$ cat config.mk
export PLATFORM = sky130hd
export DESIGN_NAME = bpu_update
export DESIGN_NICKNAME = d
export VERILOG_FILES = /design/src/rtl/bpu_update.sv
export SDC_FILE = /design/constraint.sdc
export NUM_CORES = 1
export LEC_CHECK = 0
export BUFFER_PORTS_ARGS = -buffer_cell sky130_fd_sc_hd__buf_2
export CAP_MARGIN = 20
export CELL_PAD_IN_SITES_DETAIL_PLACEMENT = 0
export CELL_PAD_IN_SITES_GLOBAL_PLACEMENT = 1
export CORE_UTILIZATION = 38
export DETAILED_ROUTE_END_ITERATION = 7
export GPL_TIMING_DRIVEN = 0
export PLACE_DENSITY = 0.77
export SYNTH_ARGS = -nofsm -noshare
export SYNTH_HDL_FRONTEND = slang
export SYNTH_SLANG_ARGS = --single-unit
$ cat constraint.sdc
create_clock -name clk -period 3.9 [get_ports clk]
set_clock_uncertainty 0.05 [all_clocks]
set_input_delay 0.195 -clock clk [delete_from_list [all_inputs] [get_ports clk]]
set_output_delay 0.195 -clock clk [all_outputs]
set_load 0.05 [all_outputs]
$ cat src/rtl/bpu_update.sv
// Branch predictor write side: resolves branches from execute, issues mispredict redirects,
// queues BTB/direction-counter updates in a small FIFO and keeps saturating perf counters.
module bpu_update #(
    parameter int unsigned DEPTH = 4,
    parameter int unsigned CNT_W = 32
) (
    input  logic             clk,
    input  logic             rstn,
    input  logic             ex_valid,
    input  logic [63:0]      ex_pc,
    input  logic [2:0]       ex_type,
    input  logic             ex_taken,
    input  logic [63:0]      ex_target,
    input  logic             ex_pred_hit,
    input  logic [63:0]      ex_pred_npc,
    output logic             redirect_valid,
    output logic [63:0]      redirect_pc,
    output logic             wr_valid,
    input  logic             wr_ready,
    output logic [63:0]      wr_pc,
    output logic [2:0]       wr_type,
    output logic [63:0]      wr_target,
    output logic             wr_taken,
    output logic [CNT_W-1:0] br_cnt,
    output logic [CNT_W-1:0] mp_cnt,
    output logic [15:0]      drop_cnt
);

    localparam int unsigned PTR_W  = (DEPTH > 1) ? $clog2(DEPTH) : 1;
    localparam int unsigned FCNT_W = PTR_W + 1;
    localparam int unsigned DROP_W = 16;

    typedef struct packed {
        logic [63:0] pc;
        logic [2:0]  typ;
        logic [63:0] target;
        logic        taken;
    } upd_t;

    upd_t              mem_q [DEPTH];
    upd_t              mem_d [DEPTH];
    logic [PTR_W-1:0]  wr_ptr_q, wr_ptr_d;
    logic [PTR_W-1:0]  rd_ptr_q, rd_ptr_d;
    logic [FCNT_W-1:0] count_q, count_d;
    logic              redirect_valid_q, redirect_valid_d;
    logic [63:0]       redirect_pc_q, redirect_pc_d;
    logic [CNT_W-1:0]  br_cnt_q, br_cnt_d;
    logic [CNT_W-1:0]  mp_cnt_q, mp_cnt_d;
    logic [DROP_W-1:0] drop_cnt_q, drop_cnt_d;

    logic        accept_c;
    logic        is_branch_c;
    logic [63:0] actual_npc_c;
    logic        mispredict_c;
    logic        need_upd_c;
    logic        full_c;
    logic        pop_c;
    logic        push_c;
    logic        drop_c;
    upd_t        new_entry_c;

    // Resolution decode; the cycle carrying a redirect is a shadow and ignores ex_valid.
    always_comb begin
        accept_c     = ex_valid && !redirect_valid_q;
        is_branch_c  = (ex_type != 3'b000);
        actual_npc_c = (ex_taken && is_branch_c) ? ex_target : (ex_pc + 64'd4);
        mispredict_c = accept_c && (ex_pred_npc != actual_npc_c);
        need_upd_c   = accept_c && (is_branch_c || ex_pred_hit);

        new_entry_c = '0;
        if (is_branch_c) begin
            new_entry_c.pc     = ex_pc;
            new_entry_c.typ    = ex_type;
            new_entry_c.target = ex_target;
            new_entry_c.taken  = ex_taken;
        end else begin
            new_entry_c.pc = ex_pc;
        end
    end

    // FIFO control: a full queue still accepts a push when the head drains the same cycle.
    always_comb begin
        full_c = (count_q == FCNT_W'(DEPTH));
        pop_c  = (count_q != '0) && wr_ready;
        push_c = need_upd_c && (!full_c || pop_c);
        drop_c = need_upd_c && full_c && !pop_c;

        mem_d    = mem_q;
        wr_ptr_d = wr_ptr_q;
        rd_ptr_d = rd_ptr_q;
        if (push_c) begin
            mem_d[wr_ptr_q] = new_entry_c;
            wr_ptr_d        = wr_ptr_q + PTR_W'(1);
        end
        if (pop_c) begin
            rd_ptr_d = rd_ptr_q + PTR_W'(1);
        end
        count_d = count_q + FCNT_W'(push_c) - FCNT_W'(pop_c);
    end

    // Redirect pulse and saturating performance counters.
    always_comb begin
        redirect_valid_d = mispredict_c;
        redirect_pc_d    = mispredict_c ? actual_npc_c : redirect_pc_q;

        br_cnt_d   = br_cnt_q;
        mp_cnt_d   = mp_cnt_q;
        drop_cnt_d = drop_cnt_q;
        if (accept_c && is_branch_c && (br_cnt_q != '1)) begin
            br_cnt_d = br_cnt_q + CNT_W'(1);
        end
        if (mispredict_c && (mp_cnt_q != '1)) begin
            mp_cnt_d = mp_cnt_q + CNT_W'(1);
        end
        if (drop_c && (drop_cnt_q != '1)) begin
            drop_cnt_d = drop_cnt_q + DROP_W'(1);
        end
    end

    always_ff @(posedge clk or negedge rstn) begin
        if (!rstn) begin
            for (int i = 0; i < int'(DEPTH); i++) begin
                mem_q[i] <= '0;
            end
            wr_ptr_q         <= '0;
            rd_ptr_q         <= '0;
            count_q          <= '0;
            redirect_valid_q <= 1'b0;
            redirect_pc_q    <= '0;
            br_cnt_q         <= '0;
            mp_cnt_q         <= '0;
            drop_cnt_q       <= '0;
        end else begin
            mem_q            <= mem_d;
            wr_ptr_q         <= wr_ptr_d;
            rd_ptr_q         <= rd_ptr_d;
            count_q          <= count_d;
            redirect_valid_q <= redirect_valid_d;
            redirect_pc_q    <= redirect_pc_d;
            br_cnt_q         <= br_cnt_d;
            mp_cnt_q         <= mp_cnt_d;
            drop_cnt_q       <= drop_cnt_d;
        end
    end

    assign redirect_valid = redirect_valid_q;
    assign redirect_pc    = redirect_pc_q;
    assign wr_valid       = (count_q != '0);
    assign wr_pc          = mem_q[rd_ptr_q].pc;
    assign wr_type        = mem_q[rd_ptr_q].typ;
    assign wr_target      = mem_q[rd_ptr_q].target;
    assign wr_taken       = mem_q[rd_ptr_q].taken;
    assign br_cnt         = br_cnt_q;
    assign mp_cnt         = mp_cnt_q;
    assign drop_cnt       = drop_cnt_q;

endmodule

==> results.md <==
- Synth Instances: roughly 3,100
- Worst hold path depth: 3
- Reg power frac: 0.326
- Residual DRC: 0
- CP required: 4370 ps
- Register area: around 0.017 sq mm
- H-tree depth: 3
- Total vias in the final route: about 28,000
- Status: complete, but fails checks
- Critical Path Fanout Max: 10
- TritonCTS buffer count: 77
- Height of the die: 299.0 um
- Lkg Pwr: 18.71 nW
- Placed insts: between 4,000 and 5,000
- Rows: 108
- Synth unique cells: between 70 and 80
- Clock Sinks: 680
- Logic pwr share: 0.454
- Rel. slew slack: 0.3451
- Setup_tns: -3.328 ps
- GP Congestion: roughly 1
- Grt total ovfl: 0
- #FFs+latches synth: between 600 and 700
- Buffers on Ports: between 400 and 500
- Critical Path AT: 4380 ps
- Hold crit path type: in -> reg
- HPWL Detailed: 101,000 um
- Pre-antenna DRT Iters: 6
- Post-synth EDFFs: 0
- Final hold violations: 0
- Power share of the clock group: 0.219
- Fin cells: 4,964
- Area of the core: 0.08702 sq mm
- Most frequent cells in the layout: dfrtp_1, nand2_1, buf_2
- Max Clk Rate: around 260 MHz
- Layout cells sized above 1: 0.2952
- Initial antenna violation count: 59
- TritonCTS clock tree: yes
- Via density: 5.689
- Largest net degree at the start of global routing: between 100 and 150
- Seq/Total Area, Yosys: 0.5077
- First-pass GRT wire length: 191,000 um
- Switching Fraction: 0.4329
- Int Pwr: 0.01994 W
- Routed WL: 132,600 um
- Slew @ Worst Pin: 969.6 ps
- Final setup viols: 1
- Initial Utilization: 0.3852
- Total of max-cap violations: 0
- RSZ-0062 raised after global routing: true
- Filler Cell Count: 8,309
- Initial DRC count: 2,746
- VDD IR max: 0.0006785 V
- Total power: 0.03516 W
- Post-Syn Area: ~0.034 sq mm
- R2R cell count: 8
- Worst skew pair latency: 650 ps
- IO Pins: ~480
- Setup ws final: -3.328 ps
- Ys Warns: 0
- Tmin final: around 3900 ps
- Die Wd: 299.0 um
- Commonest non-fill, non-tap cell in the layout: dfrtp_1
- Post-route clock period utilization: 1.001
- Vias in the first global route: 28,000
- Root Buffer: clkbuf_16
- Switch Pwr: 0.01522 W
- Synthesized Nets: between 3,000 and 4,000
- Clock-pin slew on the worst setup and hold paths: about 60 ps
- Post-layout net count: 3,932
- Fin. max-slew vios: 0
- Mean Syn Cell Area: 10.92 sq um
- Crit start category: input pin
- Pwr/cell area: 842.2 mW/mm^2
- Area contributors post-synth: dfrtp_1, mux4_2, mux2_2
- DIE AREA: 0.08940 sq mm
- Final antenna-violating net count: 0
- Post-synth top area cell: dfrtp_1
- Area Overhead vs Synth: 24.55%
- Utilization after layout: 0.4797
- Drt wl/cell: 26.72 um
- Synth Flop Type: dfrtp_1
- Critical path class: in -> reg
- CP Capture Type: flip-flop
- Final hold slack: roughly 2.0 ps
- Yosys top cell area share: 0.5077
- Area of the multi-input gates: 0.01574 sq mm
- Failing checks: negative setup slack
- Max clock buf depth: 3
- Gr usage total: 0.2927
- Fraction of registers with async set/reset: 1.000
[per-stage QoR]
step	setup slack (ps)	area, sq um
after global routing	-90.99	41730
after floorplan	107.5	33520
after CTS	0.4283	41530
after detailed placement	-1793	37420
after global placement	-12140	37190
final	-3.328	41750
[cells in the mapped netlist, types with 16 or more instances]
| master | n |
|---|---|
| clkbuf_1 | 149 |
| inv_1 | 40 |
| nand2b_1 | 20 |
| nor2_1 | 87 |
| mux4_2 | 132 |
| and3_1 | 30 |
| xnor2_1 | 138 |
| buf_2 | 30 |
| nand2_1 | 586 |
| nand3_1 | 62 |
| mux2_2 | 249 |
| nor4_1 | 35 |
| buf_1 | 42 |
| or3_1 | 16 |
| nor3_1 | 36 |
| a21oi_1 | 33 |
| o21ai_0 | 337 |
| dfrtp_1 | 680 |
| or4_1 | 17 |
| nand4_1 | 77 |
| o211ai_1 | 24 |
| xor2_1 | 63 |
[logic make-up after synthesis]
| logic type | count (synthesis) | synth area share |
|---|---|---|
| and+or+nand+nor | 1025 | 0.1412 |
| adders and majority gates | 11 | 0.004330 |
| xor gates and xnor gates | 202 | 0.05319 |
| muxes | 398 | 0.1785 |
| DFF | 680 | 0.5077 |
| buffers and inverters | 270 | 0.03248 |
| AOI/OAI and AO/OA | 484 | 0.08265 |
[critical path, stage by stage]
cell,delay (ps)
clkbuf_2,180
nand4_1,300
nor3_4,290
buf_2,270
nand3_2,270
a221oi_2,410
o311ai_0,200
nor3_1,440
a41oi_1,230
or4b_4,550
o21ai_4,220
buf_6,180
inv_4,80
buf_6,180
buf_6,180
o211ai_1,90
nand2_1,70
[registers in the layout, summed over array words and instances, names as in the netlist]
register	cells
br_cnt	32
count_q	3
drop_cnt	16
mem_q	528
mp_cnt	32
rd_ptr_q	2
redirect_pc	64
redirect_valid	1
wr_ptr_q	2
[power groups by stage]
stage          clock (W)  sequential [W]  combinational (W)
2_1_floorplan          0          0.0117             0.0112
3_3_place_gp           0          0.0114             0.0156
3_5_place_dp           0          0.0115             0.0159
4_1_cts          0.00782          0.0114             0.0160
5_1_grt          0.00810          0.0118             0.0168
6_report         0.00772          0.0115             0.0160
[final timing paths]
path | startpoint | slack (ps) | endpoint
max in group asynchronous | rstn | 1720 | drop_cnt[13]$_DFFE_PN0P_
worst min-delay path | ex_pc[16] | 2 | mem_q[480]$_DFFE_PN0P_
worst max register to register | count_q[1]$_DFF_PN0_ | 160 | mem_q[271]$_DFFE_PN0P_
min in group asynchronous | rstn | 50 | mem_q[279]$_DFFE_PN0P_
worst min register to register | redirect_pc[28]$_DFFE_PN0P_ | 410 | redirect_pc[28]$_DFFE_PN0P_
worst max-delay path | ex_pc[10] | -3 | redirect_pc[19]$_DFFE_PN0P_
[timing repair]
item                                   CTS  global route
setup endpoints to repair              584           139
hold buffers                           100             0
pin swaps                               17            14
setup buffers                           15             8
endpoints found under the hold margin  688             0
gates cloned                             1             0
gates resized for setup                 77            44
[layer usage]
| layer | share of wire | GRT usage | vias to the layer above |
|---|---|---|---|
| met5 | 0.0028 | 0 | - |
| met4 | 0.050 | 0.1378 | 56 |
| met3 | 0.095 | 0.07874 | 322 |
| met2 | 0.46 | 0.4506 | 1225 |
| met1 | 0.40 | 0.3839 | 14360 |
| li1 | - | - | 12270 |
[final cells by class]
type | instances | area share
flip-flops and latches | 680 | 0.4076
inverters | 42 | 0.003866
well taps | 1155 | 0.03462
clock buffers | 112 | 0.05320
plain buffers | 221 | 0.02383
multi-input cells | 2120 | 0.3771
repair buffers | 578 | 0.08715
diodes | 25 | 0.001499
clock inverters | 31 | 0.01112
(Power assumes the default switching activity.)
